[config.mk]
export PLATFORM = sky130hd
export DESIGN_NAME = m_xnor_vec_cmp
export DESIGN_NICKNAME = d
export VERILOG_FILES = /design/src/rtl/m_xnor_pkg.sv /design/src/rtl/m_popcount.sv /design/src/rtl/m_xnor_vec_cmp.sv
export SDC_FILE = /design/constraint.sdc
export NUM_CORES = 1
export LEC_CHECK = 0
export ABC_AREA = 1
export BUFFER_PORTS_ARGS = -buffer_cell sky130_fd_sc_hd__buf_4
export CORE_MARGIN = 5
export CORE_UTILIZATION = 25
export CTS_CLUSTER_DIAMETER = 60
export DETAILED_ROUTE_END_ITERATION = 8
export PLACE_DENSITY = 0.52
export SYNTH_ARGS = -nofsm -noshare
export SYNTH_HDL_FRONTEND = slang
export SYNTH_SLANG_ARGS = --single-unit
[constraint.sdc]
create_clock -name clk -period 14.4 [get_ports clk]
set_input_delay 0.72 -clock clk [delete_from_list [all_inputs] [get_ports clk]]
set_output_delay 0.72 -clock clk [all_outputs]
set_load 0.005 [all_outputs]
[src/rtl/m_xnor_pkg.sv]
// Shared types and helpers for the masked XNOR/XOR vector comparator.
package m_xnor_pkg;

    typedef enum logic {
        CMP_XNOR = 1'b0,
        CMP_XOR  = 1'b1
    } cmp_mode_e;

    // Width needed to hold a count of 0..w set bits.
    function automatic int sw_of(input int w);
        return $clog2(w + 1);
    endfunction

endpackage

[src/rtl/m_popcount.sv]
// Combinational population count built as a balanced binary adder tree.
module m_popcount
    import m_xnor_pkg::*;
#(
    parameter int W = 8
) (
    input  logic [W-1:0]        i_bits,
    output logic [sw_of(W)-1:0] o_count
);

    localparam int SW = sw_of(W);

    generate
        if (W == 1) begin : g_leaf
            assign o_count = SW'(i_bits);
        end else begin : g_tree
            // Split in halves so depth stays logarithmic in W.
            localparam int WL = W / 2;
            localparam int WH = W - WL;

            logic [sw_of(WL)-1:0] w_lo;
            logic [sw_of(WH)-1:0] w_hi;

            m_popcount #(.W(WL)) u_lo (
                .i_bits  (i_bits[WL-1:0]),
                .o_count (w_lo)
            );

            m_popcount #(.W(WH)) u_hi (
                .i_bits  (i_bits[W-1:WL]),
                .o_count (w_hi)
            );

            assign o_count = SW'(w_lo) + SW'(w_hi);
        end
    endgenerate

endmodule

[src/rtl/m_xnor_vec_cmp.sv]
// Two-stage masked XNOR/XOR comparator with valid/ready flow control,
// threshold hit flag and a saturating hit counter.
module m_xnor_vec_cmp
    import m_xnor_pkg::*;
#(
    parameter int W     = 32,
    parameter int CNT_W = 16
) (
    input  logic                clk,
    input  logic                rst,
    input  logic                cfg_we,
    input  logic [W-1:0]        cfg_pattern,
    input  logic [W-1:0]        cfg_mask,
    input  logic [sw_of(W)-1:0] cfg_thresh,
    input  logic                cfg_mode,
    input  logic                clr_cnt,
    input  logic                in_valid,
    output logic                in_ready,
    input  logic [W-1:0]        in_data,
    output logic                out_valid,
    input  logic                out_ready,
    output logic [sw_of(W)-1:0] out_score,
    output logic                out_hit,
    output logic [CNT_W-1:0]    hit_cnt
);

    localparam int SW = sw_of(W);

    logic [W-1:0]     r_pattern;
    logic [W-1:0]     r_mask;
    logic [SW-1:0]    r_thresh;
    cmp_mode_e        r_mode;

    logic             r_s1_v;
    logic [W-1:0]     r_s1_bits;
    logic [SW-1:0]    r_s1_thresh;

    logic             r_s2_v;
    logic [SW-1:0]    r_s2_score;
    logic             r_s2_hit;

    logic [CNT_W-1:0] r_hit_cnt;

    logic [W-1:0]     w_s1_bits;
    logic [SW-1:0]    w_score;
    logic             w_hit;
    logic             w_accept;
    logic             w_adv;
    logic             w_consume;
    logic             w_cnt_max;

    // Either stage may take a beat as long as the pair is not full and stalled.
    assign in_ready  = !rst && (!r_s1_v || !r_s2_v || out_ready);
    assign w_accept  = in_valid && in_ready;
    assign w_adv     = !r_s2_v || out_ready;
    assign w_consume = r_s2_v && out_ready;
    assign w_cnt_max = &r_hit_cnt;

    // Configuration registers; a same-cycle beat still sees the old values.
    always_ff @(posedge clk) begin
        if (rst) begin
            r_pattern <= {W{1'b0}};
            r_mask    <= {W{1'b1}};
            r_thresh  <= SW'(W);
            r_mode    <= CMP_XNOR;
        end else if (cfg_we) begin
            r_pattern <= cfg_pattern;
            r_mask    <= cfg_mask;
            r_thresh  <= cfg_thresh;
            r_mode    <= cmp_mode_e'(cfg_mode);
        end
    end

    // Bitwise agreement vector for the incoming word.
    always_comb begin
        w_s1_bits = {W{1'b0}};
        case (r_mode)
            CMP_XNOR: w_s1_bits = ~(in_data ^ r_pattern) & r_mask;
            CMP_XOR:  w_s1_bits =  (in_data ^ r_pattern) & r_mask;
            default:  w_s1_bits = {W{1'b0}};
        endcase
    end

    // Stage 1: masked compare result plus the threshold that travels with it.
    always_ff @(posedge clk) begin
        if (rst) begin
            r_s1_v      <= 1'b0;
            r_s1_bits   <= {W{1'b0}};
            r_s1_thresh <= {SW{1'b0}};
        end else if (w_accept) begin
            r_s1_v      <= 1'b1;
            r_s1_bits   <= w_s1_bits;
            r_s1_thresh <= r_thresh;
        end else if (w_adv) begin
            r_s1_v      <= 1'b0;
        end
    end

    m_popcount #(.W(W)) u_popcount (
        .i_bits  (r_s1_bits),
        .o_count (w_score)
    );

    assign w_hit = (w_score >= r_s1_thresh);

    // Stage 2: score and hit, held steady while the consumer stalls.
    always_ff @(posedge clk) begin
        if (rst) begin
            r_s2_v     <= 1'b0;
            r_s2_score <= {SW{1'b0}};
            r_s2_hit   <= 1'b0;
        end else if (w_adv) begin
            r_s2_v <= r_s1_v;
            if (r_s1_v) begin
                r_s2_score <= w_score;
                r_s2_hit   <= w_hit;
            end
        end
    end

    // Saturating count of consumed hits; clear beats a coincident increment.
    always_ff @(posedge clk) begin
        if (rst) begin
            r_hit_cnt <= {CNT_W{1'b0}};
        end else if (clr_cnt) begin
            r_hit_cnt <= {CNT_W{1'b0}};
        end else if (w_consume && r_s2_hit && !w_cnt_max) begin
            r_hit_cnt <= r_hit_cnt + CNT_W'(1);
        end
    end

    assign out_valid = r_s2_v;
    assign out_score = r_s2_score;
    assign out_hit   = r_s2_hit;
    assign hit_cnt   = r_hit_cnt;

endmodule

# == Yosys cells after proc, flatten, opt, wreduce, memory -nomap -nowiden ==
# Index checks and enable logic that the tools add are counted.
# totals
input_bits,109
word_cells,68
out_inout_bits,25
register_bits,134
# classes
mux,3
reduce_logical,16
order_cmp,1
n_addsub,32
bitwise,5
# ops
operator,count
$and 32x32->32,2
$pmux 32 s2,1
$add 1x1->2,16
$not 32->32,1
$xor 32x32->32,1
$add 2x2->3,8
$add 16x1->16 const B,1
$add 3x3->4,4
$reduce_and 16->1,1
$add 4x4->5,2
$add 5x5->6,1
$ge 6x6->1,1
$logic_and 1x1->1,5
$logic_not 1->1,4
$logic_or 1x1->1,3
$mux 1,2
$reduce_and 2->1,1
$reduce_bool 2->1,1
$reduce_or 2->1,1
$not 1->1,1

# == Logic depth before layout (Yosys ltp) ==
# logic_depth
ltp_word,6
depth_mapped,22

# == Cells and area by module ==
# A second synthesis with hierarchy kept.
# unflattened
hier_cells,1198
area_unflattened_um2,8371.8
# modules_own_cells
mod,seq_area_each_um2,instances,cells_each,area_per_inst_um2
m_xnor_vec_cmp,2682.6,1,957,6601.3
m_popcount (u_popcount.g_tree.u_hi.g_tree.u_hi.g_tree.u_hi ...),0.0,8,7,51.3
m_popcount (u_popcount.g_tree.u_hi.g_tree.u_hi ...),0.0,4,13,98.8
m_popcount (u_popcount.g_tree.u_hi ...),0.0,2,25,157.7
m_popcount (u_popcount.g_tree.u_hi.g_tree.u_hi.g_tree.u_hi.g_tree.u_hi.g_tree.u_hi ...),0.0,32,1,7.5
m_popcount (u_popcount),0.0,1,35,209.0
m_popcount (u_popcount.g_tree.u_hi.g_tree.u_hi.g_tree.u_hi.g_tree.u_hi ...),0.0,16,1,12.5

# == Worst setup path after synthesis ==
# OpenSTA, ideal clock, no wires.
# synth_timing
path_type,reg-to-reg
start,register r_s1_bits[1]
end,register r_s2_hit (netlist: out_hit)
setup_time_ps,109
arrival_ps,4816
slack_ps,9475
path_stages_with_launch,21
path_cell_list,dfxtp_1 -> fa_1 -> inv_1 -> fa_1 -> fa_1 -> fa_1 -> fa_1 -> fa_1 -> inv_1 -> ha_1 -> fa_1 -> nand3_1 -> nand2_1 -> xor2_1 -> ha_1 -> nand2_1 -> nor2_1 -> nor2_1 -> nand4_1 -> nand2_1 -> inv_1
# synth_via
elab_chain_cells,6
# synth_lines
item,line,text
start: declaration,m_xnor_vec_cmp.sv:35,logic [W-1:0] r_s1_bits;
start signal: assignment,m_xnor_vec_cmp.sv:88,r_s1_bits <= {W{1'b0}};
start signal: assignment,m_xnor_vec_cmp.sv:92,r_s1_bits <= w_s1_bits;
$add 1x1->2,m_popcount.sv:34,assign o_count = SW'(w_lo) + SW'(w_hi);
$add 2x2->3,m_popcount.sv:34,
$add 3x3->4,m_popcount.sv:34,
$add 4x4->5,m_popcount.sv:34,
$add 5x5->6,m_popcount.sv:34,
named net u_popcount.o_count[4],m_popcount.sv:8,output logic [sw_of(W)-1:0] o_count
$ge 6x6->1,m_xnor_vec_cmp.sv:104,assign w_hit = (w_score >= r_s1_thresh);
end signal: assignment,m_xnor_vec_cmp.sv:116,r_s2_hit <= w_hit;
end: declaration,m_xnor_vec_cmp.sv:40,logic r_s2_hit;
# The timed path passes the listed nets, and every way through them passes these cells.
# A chain may end at the register's enable or synchronous reset.

# == Final worst setup path ==
# Ends and elaborated chain as after synthesis.

==> metrics.yaml <==
finish:
  area_growth_pct: 27.0
  antennaDiodeCount: 0
  fin_util_pct: 31.9
  nets: 1129
  drive_gt1_share_pct: 18.8
  stdcell_area_um2: 8500
power_and_ir_drop:
  power_per_cell_area_nw_per_um2: 122
  vdd_drop_max_mv: 0.0562
  clockPowerShare_pct: 39.8
  seqPwrFrac_pct: 39.2
  pwr-share-comb_pct: 20.9
  p_sw_uw: 305
  p_int_uw: 733
  p_leak_uw: 0.00379
  switching_share_pct: 29.4
  power_uw: 1040
grt:
  grt_pass1_wl_um: 28200
  grt_antenna_before_repair: 0
  grt_max_degree: 104
  grt_pass1_vias: 5745
  overflow: 0
  grtUsageTotal_pct: 11.4
drt:
  vias: 5585
  dr.pass1.iters: 4
  drt-total-wl_um: 17100
  wl_per_cell_um: 12.8
  ant_nets: 0
  drtIter0Drc: 313
  drc_errors: 0
  viasPerCell: 4.18
timing:
  worst_pin_slew_ps: 1130
  finalCritPeriodShare_pct: 35.7
  rsz0062_at_grt: "false"
  fmax_mhz: 195
  skew_ps: 11.8
  setup-tns-final_ps: 0
  setup_violations: 0
  min_period_ps: 5140
  setup_ws_ps: 9260
  relSlewSlack_pct: 24.6
  hold_violations: 0
  final_max_slew_viol_count: 0
synth:
  synthArstFlopShare_pct: 0
  synth_commonest_cells: "nor2_1, dfxtp_1, nand2_1, inv_1, a21oi_1"
  ys_seq_elements: 134
  seq_area_frac_synth_pct: 40.1
  syn_inst: 869
  synth_edf_count: 0
  synth_top_flop_cell: "dfxtp_1"
  yosysTopAreaCell: "dfxtp_1"
  syn_nets: 1016
  yosysMostFrequentCell: "nor2_1"
  netlist_area_um2: 6700
  yosysWarningCount: 0
  synth_area_leaders: "dfxtp_1, nor2_1, fa_1"
  syn_avg_cell_area_um2: 7.70
  synth_top_area_share_pct: 40.1
  synthDistinctLibCells: 33
job:
  maxCapViolations: 0
floorplan:
  num_rows: 60
  io_pins: 134
  start_util_pct: 25.1
  die-area_um2: 30200
  dieWidth_um: 174
  core-area_um2: 26700
  chipHeight_um: 174
min_path:
  min_path_type: "reg -> reg"
placed_design:
  gp_congestion: 0.787
  post-dp-hpwl_um: 12000
  dp_slack_ps: 9210
  post_dp_cell_area_um2: 7950
  io_buffers: 133
clock_tree:
  cts_tree: "done"
  hold_buffers: 0
  cts_inserted_buffers: 17
  cts_sinks: 134
  clock_latency_ps: 420
  path_clk_slew_ps: 60
  clk_path_buf_depth: 2
  cts_max_level: 4
  cts_root_buf: "clkbuf_16"
  cts_resized: 0
  cts_setup_buffers: 0
critical_path:
  cp-start-kind: "flop"
  worstPathArrival_ps: 5450
  critPathBufInv: 3
  max_stage_delay_ps: 540
  path_max_fanout: 2
  cp_cell_sequence: "fa_1, inv_1, fa_1, fa_1, fa_1, fa_1, fa_1, inv_1, ha_1, fa_1, nand3_1, nand2_1, xor2_1, ha_1, nand2_1, nor2_1, nor2_1, nand4_1, nand2_1, inv_1"
  worst_path_max_delay_cell: "fa_1"
  path_common_cell: "fa_1"
  end_kind: "flop"
  cp.required_ps: 14710
  critPathKind: "reg -> reg"
  crit_family: "adder cells"
run_status:
  status: "completed"
-- metal layers --
metal	vias to the layer above	GRT usage [%]	wire, um
li1	2949	-	-
met1	2528	14.5	8090
met2	95	18.9	8050
met3	13	3.69	815
met4	0	2.71	144
met5	-	0	0
-- logic make-up (layout without fill, tap and decap cells) --
group | count (synthesis) | after routing | share of synthesized area, %
and+or+nand+nor | 319 | 319 | 19.7
AOI/OAI and AO/OA | 174 | 174 | 13.2
buffers and inverters | 137 | 263 | 8.47
DFF | 134 | 134 | 40.1
xor gates and xnor gates | 67 | 67 | 8.76
adders and majority gates | 38 | 38 | 9.79
-- worst reg2reg max path, delay by kind of cell, from the launching register on --
kind / cells / cell delay, ps
flip-flops: 1 / 330
XOR/XNOR: 1 / 190
AND/OR/NAND/NOR: 7 / 530
adder cells (fa/ha/maj): 9 / 3870
buffers and inverters: 3 / 130
-- state kept, by name, summed over array words and instances (netlist names) --
name / flops
hit_cnt: 16
out_hit: 1
out_score: 6
out_valid: 1
r_mask: 32
r_mode: 1
r_pattern: 32
r_s1_bits: 32
r_s1_thresh: 6
r_s1_v: 1
r_thresh: 6
-- stage by stage --
step / hold WS (ps) / instances
after detailed placement: 448 / 1304
after floorplan: 424 / 869
after global placement: 444 / 1304
after CTS: 462 / 1336
final: 457 / 1336
after global routing: 482 / 1336
-- power groups by stage --
stage / clock network, uW / logic (uW) / registers (uW)
4_1_cts: 428 / 225 / 407
3_5_place_dp: 0 / 224 / 416
3_3_place_gp: 0 / 218 / 415
5_1_grt: 446 / 258 / 410
6_report: 413 / 217 / 407
2_1_floorplan: 0 / 159 / 410
-- path summary, 6_finish.rpt --
check / from / to / slack (ps) / cells past startpoint
min reg2reg: r_mask[25] / r_mask[25] / 460 / 2
min: r_mask[25] / r_mask[25] / 460 / 2
max: r_s1_bits[1] / out_hit / 9260 / 20
max reg2reg: r_s1_bits[1] / out_hit / 9260 / 20
-- final cells by class --
class                      count  area (um^2)
clock buffer                  18          429
fill                        2863        18100
tap                          341          427
timing repair buffer         136         1020
inverter                      95          357
sequential                   134         2680
multi-input combinational    598         3460
clock inverter                14          125
-- cells in the final DEF (no fill, tap or decap), types with 32 or more instances in the layout --
| cell type | instances |
|---|---|
| nor2_1 | 158 |
| buf_4 | 136 |
| dfxtp_1 | 133 |
| nand2_1 | 114 |
| inv_1 | 91 |
| a21oi_1 | 85 |
| o21ai_0 | 82 |
| xor2_1 | 35 |
| xnor2_1 | 32 |
(Power assumes the default switching activity.)
